$ cat src/rtl/branch_pc_unit.sv
// Purpose : PC register and branch resolution. Evaluates decoder strobes against
//           signed operands, redirects fetch, then holds flush for FLUSH_CYCLES cycles.
// Latency : redirect appears on pc one cycle after take is sampled; branch_taken/flush rise with it.
// Backpressure: stall freezes pc, state, counter and flush; strobes are not sampled while stalled.
//
// Ports:
//   clock, reset       rising-edge clock, synchronous active-high reset
//   stall              hold all state (branch_taken still drops)
//   ctrl_valid         strobes/operands belong to a live instruction
//   branchEq..branchGte, jump, immType   decoder strobes / jump target select
//   branch_pc, offset, reg_target        target inputs
//   operand_a/b        signed compare operands
//   reset_vector       pc value loaded on reset
//   pc, flush, branch_taken              fetch address and redirect status
module branch_pc_unit #(
   parameter int unsigned PC_WIDTH     = 16,
   parameter int unsigned DATA_WIDTH   = 16,
   parameter int unsigned IMM_WIDTH    = 8,
   parameter int unsigned PC_STEP      = 1,
   parameter int unsigned FLUSH_CYCLES = 2
) (
   input  logic                  clock,
   input  logic                  reset,
   input  logic                  stall,
   input  logic                  ctrl_valid,
   input  logic                  branchEq,
   input  logic                  branchNeq,
   input  logic                  branchLt,
   input  logic                  branchGt,
   input  logic                  branchLte,
   input  logic                  branchGte,
   input  logic                  jump,
   input  logic                  immType,
   input  logic [PC_WIDTH-1:0]   branch_pc,
   input  logic [DATA_WIDTH-1:0] operand_a,
   input  logic [DATA_WIDTH-1:0] operand_b,
   input  logic [IMM_WIDTH-1:0]  offset,
   input  logic [PC_WIDTH-1:0]   reg_target,
   input  logic [PC_WIDTH-1:0]   reset_vector,
   output logic [PC_WIDTH-1:0]   pc,
   output logic                  flush,
   output logic                  branch_taken
);

   localparam int unsigned CNT_W = 4;
   localparam int unsigned EXT_W = PC_WIDTH - IMM_WIDTH;

   typedef enum logic {
      ST_RUN   = 1'b0,
      ST_FLUSH = 1'b1
   } state_e;

   state_e              state_q, state_d;
   logic [PC_WIDTH-1:0] pc_q, pc_d;
   logic [CNT_W-1:0]    cnt_q, cnt_d;
   logic                flush_q, flush_d;
   logic                taken_q, taken_d;

   // ---------------- condition evaluation ----------------
   logic                a_eq, a_lt, a_gt;
   logic                cond_hit;
   logic                take;
   logic [PC_WIDTH-1:0] offset_sext;
   logic [PC_WIDTH-1:0] rel_target;
   logic [PC_WIDTH-1:0] target;
   logic [PC_WIDTH-1:0] pc_inc;

   assign a_eq = (operand_a == operand_b);
   assign a_lt = ($signed(operand_a) < $signed(operand_b));
   assign a_gt = ($signed(operand_a) > $signed(operand_b));

   // Several strobes may be high at once; any satisfied condition takes the branch.
   assign cond_hit = (branchEq  &  a_eq)
                   | (branchNeq & ~a_eq)
                   | (branchLt  &  a_lt)
                   | (branchGt  &  a_gt)
                   | (branchLte & (a_lt | a_eq))
                   | (branchGte & (a_gt | a_eq));

   assign take = ctrl_valid & (jump | cond_hit);

   // Address arithmetic wraps silently modulo 2^PC_WIDTH.
   assign offset_sext = {{EXT_W{offset[IMM_WIDTH-1]}}, offset};
   assign rel_target  = branch_pc + offset_sext;
   // Only a register-target jump departs from the PC-relative target, so a
   // jump with immType=1 and any conditional branch share rel_target.
   assign target      = (jump & ~immType) ? reg_target : rel_target;
   assign pc_inc      = pc_q + PC_WIDTH'(PC_STEP);

   // ---------------- next state ----------------
   always_comb begin
      state_d = state_q;
      pc_d    = pc_q;
      cnt_d   = cnt_q;
      flush_d = flush_q;
      taken_d = 1'b0;

      if (!stall) begin
         case (state_q)
            ST_RUN: begin
               if (take) begin
                  pc_d    = target;
                  taken_d = 1'b1;
                  cnt_d   = CNT_W'(FLUSH_CYCLES - 1);
                  flush_d = 1'b1;
                  state_d = ST_FLUSH;
               end else begin
                  pc_d = pc_inc;
               end
            end
            ST_FLUSH: begin
               // Strobes here come from squashed instructions and are ignored.
               pc_d = pc_inc;
               if (cnt_q == '0) begin
                  flush_d = 1'b0;
                  state_d = ST_RUN;
               end else begin
                  cnt_d = cnt_q - 1'b1;
               end
            end
            default: begin
               state_d = ST_RUN;
               flush_d = 1'b0;
            end
         endcase
      end
   end

   // ---------------- state register ----------------
   always_ff @(posedge clock) begin
      if (reset) begin
         state_q <= ST_RUN;
         pc_q    <= reset_vector;
         cnt_q   <= '0;
         flush_q <= 1'b0;
         taken_q <= 1'b0;
      end else begin
         state_q <= state_d;
         pc_q    <= pc_d;
         cnt_q   <= cnt_d;
         flush_q <= flush_d;
         taken_q <= taken_d;
      end
   end

   assign pc           = pc_q;
   assign flush        = flush_q;
   assign branch_taken = taken_q;

endmodule

$ cat config.mk
export PLATFORM = sky130hd
export DESIGN_NAME = branch_pc_unit
export DESIGN_NICKNAME = d
export VERILOG_FILES = /design/src/rtl/branch_pc_unit.sv
export SDC_FILE = /design/constraint.sdc
export NUM_CORES = 1
export LEC_CHECK = 0
export CAP_MARGIN = 0
export CORE_UTILIZATION = 25
export DETAILED_ROUTE_END_ITERATION = 16
export HOLD_SLACK_MARGIN = 0.03
export PLACE_DENSITY = 0.55
export SYNTH_ARGS = -nofsm -noshare
export SYNTH_HDL_FRONTEND = slang
export SYNTH_SLANG_ARGS = --single-unit
$ cat constraint.sdc
create_clock -name clock -period 4 [get_ports clock]
set_input_delay 0.8 -clock clock [delete_from_list [all_inputs] [get_ports clock]]
set_output_delay 0.8 -clock clock [all_outputs]
set_load 0.05 [all_outputs]
### After elaboration in Yosys (flattened, before gate mapping)

Cells that the tools add are included.

| storage, ports and cells | value |
|---|---|
| register bits | 23 |
| word-level logic and storage cells | 53 |

| cells by class | value |
|---|---|
| bitwise operators | 20 |
| $lt $le $gt $ge | 2 |
| muxes and demuxes | 14 |
| reductions and logical operators | 4 |
| $add $sub $neg | 3 |
| equality and inequality tests | 5 |

Operator list:

| operator | count |
|---|---|
| 2-to-1 mux 16 bit | 4 |
| one-hot mux 16 bit (2 select lines) | 1 |
| adder 16 x 1 -> 16 bit (second input constant) | 1 |
| adder 16 bit | 1 |
| == test 16 bit | 1 |
| greater-than comparator 16 bit | 1 |
| less-than comparator 16 bit | 1 |
| bitwise AND 1 bit | 8 |
| 2-to-1 mux 4 bit | 2 |
| bitwise OR 1 bit | 8 |
| one-hot mux 4 bit (2 select lines) | 1 |
| != test 2 bit (second input constant) | 3 |
| AND reduction 3 bit | 2 |
| zero test 4 bit | 1 |
| 2-to-1 mux 1 bit | 4 |
| inverter 1 bit | 4 |
| one-hot mux 1 bit (2 select lines) | 2 |
| subtractor 4 x 1 -> 4 bit (second input constant) | 1 |
| OR reduction 3 bit | 1 |
| != test 2 x 1 -> 1 bit (second input constant) | 1 |

### Logic depth before layout (Yosys ltp)

Gate-level depths: netlist of run 1.

| logic depth | value |
|---|---|
| word-level depth | 14 |
| mapped depth | 11 |
| depth with buffers taken out | 11 |

### Least setup slack after synthesis of run 1

No wires, ideal clock.

| path | value |
|---|---|
| kind | input to register |
| start | input port operand_b[5] |
| end | register pc_q[1], in the netlist pc[1], data pin |
| stages on the path | 11 |
| arrival | 3.039 ns |
| required time | 3.733 ns |
| slack | 0.694 ns |
| setup time | 0.267 ns |
| cells stage by stage | inv_1 -> ha_1 -> a211oi_2 -> o21ai_1 -> nor4b_4 -> or4_4 -> a211o_1 -> a41oi_4 -> buf_6 -> mux2i_1 -> o21ai_1 |

| on the way | value |
|---|---|
| longest elaborated chain between the ends | 14 |

Ends and longest elaborated chain:

| element | line | text |
|---|---|---|
| start, declared | 36 | `input logic [DATA_WIDTH-1:0] operand_b,` |
| branches (longest 7 deep; another with less-than comparator 16 bit) | -- |  |
| bitwise OR 1 bit * | 78 | `\| (branchGte & (a_gt \| a_eq));` |
| bitwise OR 1 bit * | 80 | `assign take = ctrl_valid & (jump \| cond_hit);` |
| bitwise AND 1 bit * | 80 |  |
| 2-to-1 mux 16 bit * | 101 | `if (take) begin` |
| one-hot mux 16 bit (2 select lines) * | 99 | `case (state_q)` |
| 2-to-1 mux 16 bit * | 98 | `if (!stall) begin` |
| 2-to-1 mux 16 bit * | 131 | `if (reset) begin` |
| end signal, assigned | 133 | `pc_q <= reset_vector;` |
| end signal, assigned | 139 | `pc_q <= pc_d;` |
| end, declared | 54 | `logic [PC_WIDTH-1:0] pc_q, pc_d;` |

Every way passes the cells marked *. The select of a mux whose other input is x is not followed.
A chain may end at the register's enable or synchronous reset.

### Worst setup path in the final report of run 1

| path | value |
|---|---|
| start | input port operand_b[5] |
| end | register pc_q[4], in the netlist pc[4], data pin |

The elaborated chain is that of the path after synthesis.

==> load_flow_metrics.sql, run 1 <==
INSERT INTO impl_metrics (metric_group, metric, value, unit) VALUES
('critical_path', 'setup.worst_path.end_class', 'flip-flop', ''),
('power', 'power_leakage', '1.769', 'nW'),
('yosys', 'yosys_reg_bits', '23', ''),
('critical_path', 'cpPeakStageDelay', '620', 'ps'),
('critical_path', 'reg_to_reg_startpoint', 'pc[2]', ''),
('power', 'clkPwrFrac', '0.204', ''),
('cells_and_area', 'syn2layout_area_growth', '48.88', '%'),
('floorplan', 'floorplan.die_area', '0.01205', 'mm^2'),
('floorplan', 'floorplan.die.height', '109.8', 'um'),
('critical_path', 'path_class', 'in2reg', ''),
('timing', 'fin_skew', '6.440', 'ps'),
('power', 'power_report.internal_total', '686.4', 'uW'),
('detailed_routing', 'detailedRoute.firstPassIterationCount', '4', ''),
('cts', 'insertion_delay', '260', 'ps'),
('cts', 'cts-root-buf', 'sky130_fd_sc_hd__clkbuf_16', ''),
('critical_path', 'crit_path_leading_delay_family', 'compound AO/OA/AOI/OAI gates', ''),
('yosys', 'postSynthCellCount', '353', ''),
('cts', 'post-cts-setup-buffers', '0', ''),
('cells_and_area', 'post_layout_nonfiller_instances', '609', ''),
('place', 'placed_cell_count', '605', ''),
('power', 'peakVddDrop', '0.1712', 'mV'),
('critical_path', 'critical_path.slowest_cell', 'sky130_fd_sc_hd__o41ai_1', ''),
('hold_path', 'hold_path_depth', '2', ''),
('timing', 'timing.hold.ws', '542.6', 'ps'),
('timing', 'final_min_period_over_clock_period', '0.9313', ''),
('place', 'place.port_buffers', '117', ''),
('timing', 'worst_pin_slew', '847.9', 'ps'),
('detailed_routing', 'route.antenna.remaining_nets', '0', ''),
('power', 'total_power', '1.087', 'mW'),
('yosys', 'number_of_enable_flip_flop_cells_after_synthesis', '16', ''),
('critical_path', 'arrival', '3730', 'ps'),
('power', 'power.share.combinational', '0.501', ''),
('timing', 'clock.fmax', '0.2684', 'GHz'),
('grt', 'global_route_wire_length_before_repair', '13190', 'um'),
('cells_and_area', 'ratio_of_cells_with_drive_above_1_in_the_final_layout', '0.05970', ''),
('yosys', 'syn_area_per_cell', '8.223', 'um^2'),
('detailed_routing', 'drt_drc_violations_left', '0', ''),
('status', 'status', 'completed', ''),
('cells_and_area', 'antenna_cells', '0', ''),
('critical_path', 'critPathLaunchType', 'input pin', ''),
('timing', 'finalWorstPathRequiredPeriod', '3725', 'ps'),
('critical_path', 'critical_path.cell_chain', 'clkdlybuf4s50_1, inv_1, ha_1, a211oi_2, o21ai_1, nor4b_4, o41ai_1, a31oi_2, a41oi_4, buf_4, mux2i_1, mux2_2', ''),
('detailed_routing', 'first_iter_violations', '88', ''),
('timing', 'max-slew-margin-rel', '0.4347', ''),
('run', 'maxCapViolations', '0', ''),
('cells_and_area', 'layout_common_cells', '117 x sky130_fd_sc_hd__clkdlybuf4s50_1, 40 x sky130_fd_sc_hd__nand2_1, 33 x sky130_fd_sc_hd__ha_1', ''),
('timing', 'drv_slew', '0', ''),
('cells_and_area', 'most_common_library_cell_in_the_layout_ignoring_fill_and_taps', 'sky130_fd_sc_hd__clkdlybuf4s50_1', ''),
('grt', 'initial_antenna_violation_count', '0', ''),
('grt', 'grt.total_usage', '0.1366', ''),
('yosys', 'yosysUniqueCellTypes', '59', ''),
('critical_path', 'reg2reg_setup_slack', '1970', 'ps'),
('power', 'power.density_cell_area', '251.5', 'mW/mm^2'),
('timing', 'report.final.setup_viol', '0', ''),
('detailed_routing', 'post_drt_via_cell_ratio', '4.823', ''),
('detailed_routing', 'num_vias', '2937', ''),
('grt', 'number_of_global_route_vias_before_repair', '2977', ''),
('yosys', 'postSynthNetCount', '487', ''),
('cts', 'cts.hold.buffers_added', '0', ''),
('grt', 'maximum_number_of_pins_on_one_net_before_global_route_repair', '42', ''),
('place', 'finalWeightedCongestion', '0.8024', ''),
('cts', 'cts-resized-gates', '0', ''),
('cts', 'cts_buffers', '3', ''),
('floorplan', 'initial_core_util', '0.2620', ''),
('grt', 'globalRouteOverflowTotal', '0', ''),
('place', 'post-dp-hpwl', '6845', 'um'),
('cts', 'clk_pin_slew_worst_paths', '60', 'ps'),
('floorplan', 'placement_rows', '38', ''),
('timing', 'hold_viol', '0', ''),
('critical_path', 'start_point_of_the_critical_path', 'operand_b[5]', ''),
('critical_path', 'crit_buf_inv', '3', '');
cell families after synthesis:
kind of cell / share of synthesized area
fa+ha+maj: 0.1491
simple gates: 0.2060
xor+xnor: 0.07845
buf+inv: 0.06078
flops: 0.2138
compound gates: 0.2384
mux: 0.05345
Yosys cell counts, types with 2 or more instances:
| cell type | count | area (um^2) |
|---|---|---|
| sky130_fd_sc_hd__dfxtp_1 | 7 | 140.1 |
| sky130_fd_sc_hd__nand4_1 | 3 | 18.77 |
| sky130_fd_sc_hd__o31ai_1 | 2 | 15.01 |
| sky130_fd_sc_hd__and3_1 | 2 | 12.51 |
| sky130_fd_sc_hd__o21ai_0 | 11 | 55.05 |
| sky130_fd_sc_hd__nor2b_1 | 3 | 18.77 |
| sky130_fd_sc_hd__a211o_1 | 2 | 17.52 |
| sky130_fd_sc_hd__nor3_1 | 7 | 35.03 |
| sky130_fd_sc_hd__xnor2_1 | 15 | 131.4 |
| sky130_fd_sc_hd__xor2_1 | 11 | 96.34 |
| sky130_fd_sc_hd__o21bai_1 | 2 | 15.01 |
| sky130_fd_sc_hd__nand2b_1 | 10 | 62.56 |
| sky130_fd_sc_hd__nor2_1 | 23 | 86.33 |
| sky130_fd_sc_hd__o21a_1 | 5 | 37.54 |
| sky130_fd_sc_hd__mux2_2 | 4 | 45.04 |
| sky130_fd_sc_hd__clkbuf_1 | 10 | 37.54 |
| sky130_fd_sc_hd__o31ai_2 | 3 | 37.54 |
| sky130_fd_sc_hd__o2111ai_1 | 2 | 17.52 |
| sky130_fd_sc_hd__ha_1 | 33 | 412.9 |
| sky130_fd_sc_hd__o21ai_1 | 11 | 55.05 |
| sky130_fd_sc_hd__o22ai_1 | 2 | 12.51 |
| sky130_fd_sc_hd__and4_1 | 3 | 26.28 |
| sky130_fd_sc_hd__nand3_1 | 10 | 50.05 |
| sky130_fd_sc_hd__mux2i_1 | 11 | 110.1 |
| sky130_fd_sc_hd__inv_1 | 31 | 116.4 |
| sky130_fd_sc_hd__and2_1 | 3 | 18.77 |
| sky130_fd_sc_hd__a21oi_1 | 26 | 130.1 |
| sky130_fd_sc_hd__o221ai_1 | 2 | 17.52 |
| sky130_fd_sc_hd__o211ai_1 | 3 | 22.52 |
| sky130_fd_sc_hd__a211oi_1 | 6 | 45.04 |
| sky130_fd_sc_hd__o211a_1 | 4 | 40.04 |
| sky130_fd_sc_hd__buf_6 | 2 | 22.52 |
| sky130_fd_sc_hd__nand2_1 | 40 | 150.1 |
| sky130_fd_sc_hd__a31oi_1 | 4 | 25.02 |
| sky130_fd_sc_hd__edfxtp_1 | 16 | 480.5 |
worst max-delay path by stage:
stage,end,slack (ps),cells after the start
3_3_place_gp,pc[6],120,12
5_1_grt,pc[8],60,12
4_1_cts,pc[4],270,12
6_report,pc[4],270,12
3_5_place_dp,pc[4],-10,12
2_1_floorplan,pc[1],690,11
area by class of cell:
| class | count | area [um^2] | share of cell area |
|---|---|---|---|
| Clock inverter | 1 | 5.005 | 0.001158 |
| Clock buffer | 3 | 75.07 | 0.01737 |
| Multi-Input combinational cell | 287 | 2106 | 0.4873 |
| Tap cell | 140 | 175.2 | 0.04053 |
| Sequential cell | 23 | 620.6 | 0.1436 |
| Inverter | 31 | 116.4 | 0.02693 |
| Timing Repair Buffer | 124 | 1224 | 0.2831 |
worst reg2reg max path, stage by stage, from the launching register on:
cell	delay, ps
sky130_fd_sc_hd__edfxtp_1	470
sky130_fd_sc_hd__and3_1	240
sky130_fd_sc_hd__and4_1	240
sky130_fd_sc_hd__nand3_1	130
sky130_fd_sc_hd__nor2_1	260
sky130_fd_sc_hd__nand3_1	130
sky130_fd_sc_hd__xnor2_1	130
sky130_fd_sc_hd__nor2_1	110
sky130_fd_sc_hd__o31ai_2	70
power by group through the flow:
stage	registers (mW)	logic (mW)	clock network [mW]
6_report	0.320	0.545	0.222
5_1_grt	0.325	0.598	0.235
4_1_cts	0.320	0.551	0.229
3_5_place_dp	0.324	0.548	0
3_3_place_gp	0.325	0.541	0
2_1_floorplan	0.396	0.261	0
per-layer routing:
metal  up-vias  global-route usage  wire, um
met5         -                   0         0
met4         0             0.02190       112
met3         8             0.03260       697
met2       108              0.2403      3683
met1      1302              0.1709      3772
li1       1519                   -         -
state kept, by name, summed over array words and instances, names as in the netlist:
register and flops:
cnt_q 4, pc 16, state_q 1, branch_taken 1, flush 1
stage by stage:
stage / cell area (um^2) / worst slack (ps) / util / TNS, ps
finish: 4322 / 274.6 / 0.3901 / 0
detailed placement: 4242 / -14.39 / 0.3829 / -57.02
global placement: 4242 / 116.9 / 0.3829 / 0
floorplan: 2903 / 693.8 / - / 0
global route: 4322 / 56.12 / 0.3901 / 0
CTS: 4322 / 268.4 / 0.3901 / 0
No activity file was read; power rests on OpenSTA's default activity.
==> inputs of run 2 (changes only) <==
--- a/config.mk
+++ b/config.mk
@@ -8,7 +8,7 @@
 export CAP_MARGIN = 0
 export CORE_UTILIZATION = 25
 export DETAILED_ROUTE_END_ITERATION = 16
-export HOLD_SLACK_MARGIN = 0.03
+export HOLD_SLACK_MARGIN = 0.1
 export PLACE_DENSITY = 0.55
 export SYNTH_ARGS = -nofsm -noshare
 export SYNTH_HDL_FRONTEND = slang
==> results of run 2 <==
No change in the layout: final DEF, timing and power equal those of run 1.
==> inputs of run 3 (changes only) <==
--- a/config.mk
+++ b/config.mk
@@ -7,9 +7,12 @@
 export LEC_CHECK = 0
 export CAP_MARGIN = 0
 export CORE_UTILIZATION = 25
+export CTS_CLUSTER_DIAMETER = 200
 export DETAILED_ROUTE_END_ITERATION = 16
+export GPL_ROUTABILITY_DRIVEN = 0
 export HOLD_SLACK_MARGIN = 0.1
 export PLACE_DENSITY = 0.55
+export SLEW_MARGIN = 25
 export SYNTH_ARGS = -nofsm -noshare
 export SYNTH_HDL_FRONTEND = slang
 export SYNTH_SLANG_ARGS = --single-unit
==> results of run 3 <==
No change in the layout: final DEF, timing and power equal those of run 1.
